## src/rtl/iiitb_rc_arb.sv

```systemverilog
// iiitb_rc_arb: round-robin arbiter sharing one resource between N requesters.
// A one-hot ring-counter token marks the highest-priority requester and
// rotates just past each served requester; a hold timer force-releases a
// grantee that keeps the resource for MAX_HOLD consecutive cycles.
//
// Ports:
//   clk     - system clock, all state updates on the rising edge
//   reset   - synchronous active-high reset, overrides every other input
//   init    - token seed, sampled only while reset is high
//   req     - request vector, bit i belongs to requester i
//   done    - release strobe, only the current grantee's bit is honoured
//   gnt     - registered one-hot grant (or zero)
//   token   - registered one-hot priority pointer
//   busy    - registered, high while a grant is held (equals |gnt)
//   timeout - registered one-cycle pulse after a forced release
module iiitb_rc_arb #(
  parameter int unsigned N        = 4,
  parameter int unsigned MAX_HOLD = 8
) (
  input  logic         clk,
  input  logic         reset,
  input  logic [N-1:0] init,
  input  logic [N-1:0] req,
  input  logic [N-1:0] done,
  output logic [N-1:0] gnt,
  output logic [N-1:0] token,
  output logic         busy,
  output logic         timeout
);

  // Hold counter counts 0..MAX_HOLD-1 and never wraps.
  localparam int unsigned HW = (MAX_HOLD > 1) ? $clog2(MAX_HOLD) : 1;
  // Width of a requester index.
  localparam int unsigned IW = (N > 1) ? $clog2(N) : 1;

  typedef enum logic {
    IDLE  = 1'b0,
    GRANT = 1'b1
  } state_t;

  state_t          state_q, state_d;
  logic [N-1:0]    gnt_q, gnt_d;
  logic [N-1:0]    token_q, token_d;
  logic [HW-1:0]   hold_q, hold_d;
  logic            busy_q, busy_d;
  logic            timeout_q, timeout_d;

  logic [N-1:0]    seed;
  logic [IW-1:0]   tok_idx;
  logic [N-1:0]    win_oh;
  logic            win_found;
  logic            vol_rel;
  logic            lim_hit;

  // Token seed: a malformed init falls back to requester 0.
  always_comb begin
    seed = $onehot(init) ? init : N'(1);
  end

  // Index of the current token bit.
  always_comb begin
    tok_idx = '0;
    for (int unsigned i = 0; i < N; i++) begin
      if (token_q[i]) tok_idx = IW'(i);
    end
  end

  // Winner: first set req bit scanning upward from the token, wrapping.
  always_comb begin
    int unsigned   pos_i;
    logic [IW-1:0] pos;
    win_oh    = '0;
    win_found = 1'b0;
    pos_i     = 0;
    pos       = '0;
    for (int unsigned k = 0; k < N; k++) begin
      pos_i = 32'(tok_idx) + k;
      if (pos_i >= N) pos_i = pos_i - N;
      pos = IW'(pos_i);
      if (!win_found && req[pos]) begin
        win_found = 1'b1;
        win_oh    = N'(1) << pos;
      end
    end
  end

  // Release terms for the current grantee; a voluntary release masks timeout.
  always_comb begin
    vol_rel = (|(gnt_q & done)) || ~(|(gnt_q & req));
    lim_hit = (hold_q == HW'(MAX_HOLD - 1));
  end

  // Next-state and output logic.
  always_comb begin
    state_d   = state_q;
    gnt_d     = gnt_q;
    token_d   = token_q;
    hold_d    = hold_q;
    busy_d    = busy_q;
    timeout_d = 1'b0;
    unique case (state_q)
      IDLE: begin
        if (win_found) begin
          state_d = GRANT;
          gnt_d   = win_oh;
          busy_d  = 1'b1;
          hold_d  = '0;
        end
      end
      GRANT: begin
        if (vol_rel || lim_hit) begin
          state_d   = IDLE;
          gnt_d     = '0;
          busy_d    = 1'b0;
          hold_d    = '0;
          token_d   = {gnt_q[N-2:0], gnt_q[N-1]};
          timeout_d = ~vol_rel;
        end else begin
          hold_d = hold_q + HW'(1);
        end
      end
      default: begin
        state_d = IDLE;
        gnt_d   = '0;
        busy_d  = 1'b0;
        hold_d  = '0;
      end
    endcase
  end

  // State register with synchronous reset.
  always_ff @(posedge clk) begin
    if (reset) begin
      state_q   <= IDLE;
      gnt_q     <= '0;
      token_q   <= seed;
      hold_q    <= '0;
      busy_q    <= 1'b0;
      timeout_q <= 1'b0;
    end else begin
      state_q   <= state_d;
      gnt_q     <= gnt_d;
      token_q   <= token_d;
      hold_q    <= hold_d;
      busy_q    <= busy_d;
      timeout_q <= timeout_d;
    end
  end

  assign gnt     = gnt_q;
  assign token   = token_q;
  assign busy    = busy_q;
  assign timeout = timeout_q;

endmodule

```

## config.mk

```make
export PLATFORM = sky130hd
export DESIGN_NAME = iiitb_rc_arb
export DESIGN_NICKNAME = d
export VERILOG_FILES = /design/src/rtl/iiitb_rc_arb.sv
export SDC_FILE = /design/constraint.sdc
export NUM_CORES = 1
export LEC_CHECK = 0
export ABC_AREA = 0
export CAP_MARGIN = 5
export CORE_ASPECT_RATIO = 0.7
export CORE_MARGIN = 10
export CORE_UTILIZATION = 50
export DETAILED_ROUTE_END_ITERATION = 8
export GPL_TIMING_DRIVEN = 0
export PLACE_DENSITY_LB_ADDON = 0.15
export SLEW_MARGIN = 20
export SYNTH_ARGS = -nofsm -noshare
export SYNTH_HDL_FRONTEND = slang
export SYNTH_SLANG_ARGS = --single-unit
```

## constraint.sdc

```tcl
create_clock -name clk -period 2.55 [get_ports clk]
set_input_delay 0.6375 -clock clk [delete_from_list [all_inputs] [get_ports clk]]
set_output_delay 0.6375 -clock clk [all_outputs]
set_load 0.02 [all_outputs]
```

[Yosys cells after proc, flatten, opt, wreduce, memory -nomap -nowiden]
Index checks and enable logic that the tools add are counted.
Word-level totals
  register bits: 14
  latch bits: 0
  memory bits (writable): 0
  memory bits (read-only): 0
  output and inout port bits: 10
  logic and storage cells: 93
  memories: 0
Operators by class
  add/subtract/negate cells: 11
  multipliers: 0
  divide/modulo/power cells: 0
  magnitude comparators: 8
  equal/unequal tests: 4
  shift operators: 4
  muxes and demuxes: 39
  bitwise gates (word level): 6
  reductions and logical operators: 15
Operators by type and width (number)
  2-to-1 mux 4 bit: 10
  left shift 1 x 2 -> 4 bit, first input constant: 4
  2-to-1 mux 1 bit: 13
  < comparator 2 x 3 -> 1 bit, second input constant: 4
  2-to-1 mux 2 bit: 6
  >= comparator 3 bit, second input constant: 3
  AND 4 bit: 2
  binary-select mux 1 bit (select 2 bit): 4
  case mux 4 bit (2 select lines): 1
  OR reduction 4 bit: 2
  subtractor 2 x 1 -> 2 bit, second input constant: 4
  adder 2 x 2 -> 3 bit, second input constant: 2
  2-to-1 mux 3 bit: 2
  case mux 3 bit (2 select lines): 1
  adder 1 x 1 -> 2 bit: 2
  inverter 1 bit: 4
  case mux 1 bit (2 select lines): 2
  AND reduction 2 bit: 2
  nonzero test 2 bit: 2
  adder 2 x 1 -> 3 bit, second input constant: 1
  adder 2 x 2 -> 3 bit: 1
  adder 3 x 1 -> 3 bit, second input constant: 1
  == test 3 x 1 -> 1 bit, second input constant: 1
  == test 3 bit, second input constant: 1
  other kinds (7): 12

[Logic depth before layout (Yosys ltp)]
Gate-level depths: netlist (run 1).
  depth after elaboration: 19
  gate-level depth with buffers: 10
  depth with buffers taken out: 9

[Worst setup path before layout (run 1)]
OpenSTA, ideal clock, no wires.
  path kind: register -> register
  from: reg token_q[3], in the netlist token[3]
  to: reg gnt_q[1], in the netlist gnt[1]
  setup time: 59 ps
  arrival: 2344 ps
  required time: 2491 ps
  path slack: 146 ps
  stages on the path, launching flop included: 11
  buffers on the path: 1
  clock period less this slack: 2404 ps
  cell sequence: edfxtp_1 -> buf_6 -> nor2_2 -> inv_2 -> ha_1 -> nand2b_1 -> nand2_1 -> o41a_4 -> nor3_4 -> o21ba_2 -> a22o_1
Between the ends
  word-level cells in the longest chain between the ends: 17
  elaborated cells on any way between the ends: 46
RTL lines
  start: declaration: line 43  | logic [N-1:0] token_q, token_d;
  start signal: assignment: line 143  | token_q <= token_d;
  2-to-1 mux 2 bit *: line 64  | if (token_q[i]) tok_idx = IW'(i);
  parallel branches: the longest is 16 deep, another holds adder 2 x 1 -> 3 bit
  end signal: assignment: line 142  | gnt_q <= gnt_d;
  end: declaration: line 42  | logic [N-1:0] gnt_q, gnt_d;
Mark *: on every way between the ends. The select of a mux whose other input is x is not followed.
A chain may end at the register's enable or synchronous reset.

[Worst setup path in the final report (run 1)]
  from: in init[0]
  to: reg token_q[0], in the netlist token[0] (data pin)
Between the ends
  word-level cells in the longest chain between the ends: 5
RTL lines
  start: declaration: line 22  | input logic [N-1:0] init,
  adder 1 x 1 -> 2 bit (implied by the code): line 57  | seed = $onehot(init) ? init : N'(1);
  adder 2 x 2 -> 3 bit (implied by the code): line 57
  == test 3 x 1 -> 1 bit: line 57
  2-to-1 mux 4 bit *: line 57
  2-to-1 mux 4 bit *: line 133  | if (reset) begin
Every way passes the cells marked *; elsewhere a longest branch is shown, timed or not.

==> results.sh, run 1 <==
export IMPL_ys_seq_area_frac=0.2916
export IMPL_muxShareOfSynthArea=0.05011
export IMPL_syn_area_per_cell_um2=8.788
export IMPL_pwr_share_seq=0.227
export IMPL_fin_skew_ns=0.006704
export IMPL_cp_slowest_cell="fa_1"
export IMPL_drv_cap=0
export IMPL_gp_congestion=0.8457
export IMPL_portBuffers=22
export IMPL_wl_per_cell_um=16.77
export IMPL_slowest_delay_ns=0.50
export IMPL_clk_latency_ns=0.29
export IMPL_crit_chain="clkdlybuf4s50_1 -> inv_1 -> fa_1 -> inv_1 -> ha_1 -> ha_4 -> nor3b_4 -> a31oi_1"
export IMPL_r2r_slack_ns=0.13
export IMPL_synth_top_family_by_area="simple AND/OR/NAND/NOR gates"
export IMPL_grt_pass1_vias=982
export IMPL_placed_cell_area_mm2=0.001359
export IMPL_r2r_end="gnt[0]"
export IMPL_power_internal_uw=931.1
export IMPL_fp_dieH_um=59.22
export IMPL_min_period_ns=2.449
export IMPL_yosysWarningCount=0
export IMPL_clkPwrFrac=0.093
export IMPL_htreeDepth=1
export IMPL_hpwlAfterDp_mm=2.339
export IMPL_status="finished, final reports clean"
export IMPL_cp_arrival_ns=2.47
export IMPL_layout_common_cells="clkdlybuf4s50_1 (20), inv_1 (13), dfxtp_1 (10)"
export IMPL_fin_cells=185
export IMPL_num_io_pins=24
export IMPL_vias=1066
export IMPL_net_switching_power_uw=826.5
export IMPL_syn_area_mm2=0.001099
export IMPL_finalHoldViolations=0
export IMPL_ant_nets=0
export IMPL_core_area_mm2=0.002120
export IMPL_cts_buffers=3
export IMPL_drive_above_1_share=0.1438
export IMPL_drt_iter0_drc=109
export IMPL_drc=0
export IMPL_core_rowCount=14
export IMPL_switching_share=0.4703
export IMPL_hold_buffers=0
export IMPL_grt_pass1_wl_mm=4.788
export IMPL_worst_setup_path_end_kind="flip-flop"
export IMPL_whs_path_depth=2
export IMPL_syn_num_nets=148
export IMPL_critPathMostFrequentCell="inv_1"
export IMPL_synth_cell_types=38
export IMPL_routed_wl_mm=3.103
export IMPL_path_class="in2reg"
export IMPL_crit_fanout=4
export IMPL_clock_sinks=14
export IMPL_hp_start="busy"
export IMPL_hold_path_class="reg2reg"
export IMPL_netlist_instances=125
export IMPL_min_to="busy"
export IMPL_grt_max_degree=11
export IMPL_fp_dieW_um=76.03
export IMPL_die_area_mm2=0.004502
export IMPL_crit_family="adder cells"
export IMPL_cp_buffers_inverters=3
export IMPL_start_util=0.5183
export IMPL_ys_ff_latch=14
export IMPL_drtPass1Iterations=4
export IMPL_synth_fa_ha_area_frac=0.1093
export IMPL_relSlewSlack=0.6761
export IMPL_via_per_inst=5.762
export IMPL_antenna_found_initial=0
export IMPL_synth_edf_count=4
export IMPL_clock_path_buffers=2
export IMPL_setup_worst_path_start_class="input pin"
export IMPL_fmax_ghz=0.4084
export IMPL_p_leak_nw=0.5612
export IMPL_syn_to_final_growth_pct=30.98
export IMPL_async_flop_share=0
export IMPL_setup_violations=0
export IMPL_stdcell_area_mm2=0.001439
export IMPL_post_route_period_util=0.9602
export IMPL_synth_xor_area_frac=0
export IMPL_synth_main_ff_cell="dfxtp_1"
export IMPL_synth_compound_area_frac=0.2289
export IMPL_cts_tree="built"
export IMPL_cts_root_buffer="clkbuf_4"
export IMPL_combPwrFrac=0.680
export IMPL_maxSlewViolCount=0
export IMPL_yosys_area_share_simple=0.2449
export IMPL_overflow=0
export IMPL_r2r_start="token[2]"
export IMPL_clkSlewWorstSetupHoldPaths_ns=0.09
export IMPL_layout_commonest_cell="clkdlybuf4s50_1"
export IMPL_dp_cells=179
export IMPL_powerDensity_mw_per_mm2=1222
export IMPL_cp_required_ns=2.57
export IMPL_tightest_slew_ns=0.4847
export IMPL_fin_nets=177
export IMPL_antenna_cells=0
export IMPL_worst_r2r_cell_count=9
export IMPL_vdd_drop_max_uv=689.3
export IMPL_grt_usage=0.1302
==> cell families (layout without fill, tap and decap cells) <==
kind of cell    count (synthesis)  count (layout)
buf+inv                        20              48
compound gates                 33              33
simple gates                   46              46
mux                             3               3
flops                          14              14
fa+ha+maj                       9               9
==> power groups by stage <==
stage | Clock [mW] | Combinational (mW) | Sequential (mW)
after floorplan | 0 | 0.739 | 0.461
after global placement | 0 | 1.09 | 0.395
after detailed placement | 0 | 1.14 | 0.399
after CTS | 0.165 | 1.16 | 0.393
after global routing | 0.179 | 1.31 | 0.413
final | 0.164 | 1.20 | 0.398
==> metal layers <==
metal	GRT usage	share of wire	vias to the layer above
met5	0	0	-
met4	0.02419	0.0093	0
met3	0.04394	0.090	6
met2	0.2186	0.46	48
met1	0.1602	0.44	497
li1	-	-	515
==> per-stage QoR <==
| step | hold WS [ns] | power [mW] | setup WS [ns] | utilization | TNS, ns |
|---|---|---|---|---|---|
| 6_report | 0.4591 | 1.758 | 0.1014 | 0.6789 | 0 |
| 4_1_cts | 0.4676 | 1.716 | 0.008333 | 0.6629 | 0 |
| 2_1_floorplan | 0.4815 | 1.200 | 0.1465 | - | 0 |
| 5_1_grt | 0.4881 | 1.898 | -0.001368 | 0.6789 | -0.001368 |
| 3_3_place_gp | 0.4384 | 1.488 | -0.4086 | 0.6411 | -1.513 |
| 3_5_place_dp | 0.4491 | 1.536 | -0.4698 | 0.6411 | -1.774 |
==> Yosys cell counts, types with 2 or more instances <==
library cell,count,area (um^2)
nand2_1,9,33.78
nand2b_1,4,25.02
a21oi_1,5,25.02
nand3_1,8,40.04
mux4_2,2,45.04
inv_1,14,52.55
dfxtp_1,10,200.2
nor3b_1,3,22.52
nor3_1,5,25.02
o2111ai_1,4,35.03
inv_2,2,7.510
nor4b_1,2,17.52
o21ai_1,4,20.02
a22oi_1,6,45.04
edfxtp_1,4,120.1
a22o_1,4,35.03
ha_1,8,100.1
clkbuf_1,3,11.26
nor2_1,9,33.78
==> cell type report <==
class	count	area [um^2]
multi-input combinational	91	726.9
sequential	14	320.3
tap	32	40.04
buffer	4	22.52
fill	185	680.7
inverter	16	60.06
clock buffer	4	36.28
timing repair buffer	24	232.7
==> sequential cells by signal (all words and copies together) (netlist names) <==
register,count
token,4
state_q,1
gnt,4
busy,1
timeout,1
hold_q,3
==> worst max-delay path by stage <==
stage	startpoint	endpoint	slack, ns	depth (start not counted)
CTS	token[3]	gnt[0]	0.008	10
floorplan	token[3]	gnt[1]	0.15	10
detailed placement	init[0]	token[0]	-0.47	8
global placement	init[0]	token[0]	-0.41	8
global route	token[2]	gnt[2]	-0.001	9
finish	init[0]	token[0]	0.10	8
==> worst min-delay path: cells and delay by family, from the launching register on <==
family | cells | cell delay [ns]
compound gates | 1 | 0.05
flops | 1 | 0.32
buf+inv | 1 | 0.04
==> timing repair <==
action / CTS / global route
endpoints found under the setup margin: 7 / 11
gates resized for setup: 4 / 4
pin swaps: 3 / 2
setup buffers: 1 / 1
No activity file was read; power rests on OpenSTA's default activity.
==> run 2, diff against run 1 <==
CTS_CLUSTER_DIAMETER = 120   (was default)
HOLD_SLACK_MARGIN = 0.03   (was default)
==> results of run 2 <==
The final DEF is identical to that of run 1; final timing and power are the same.
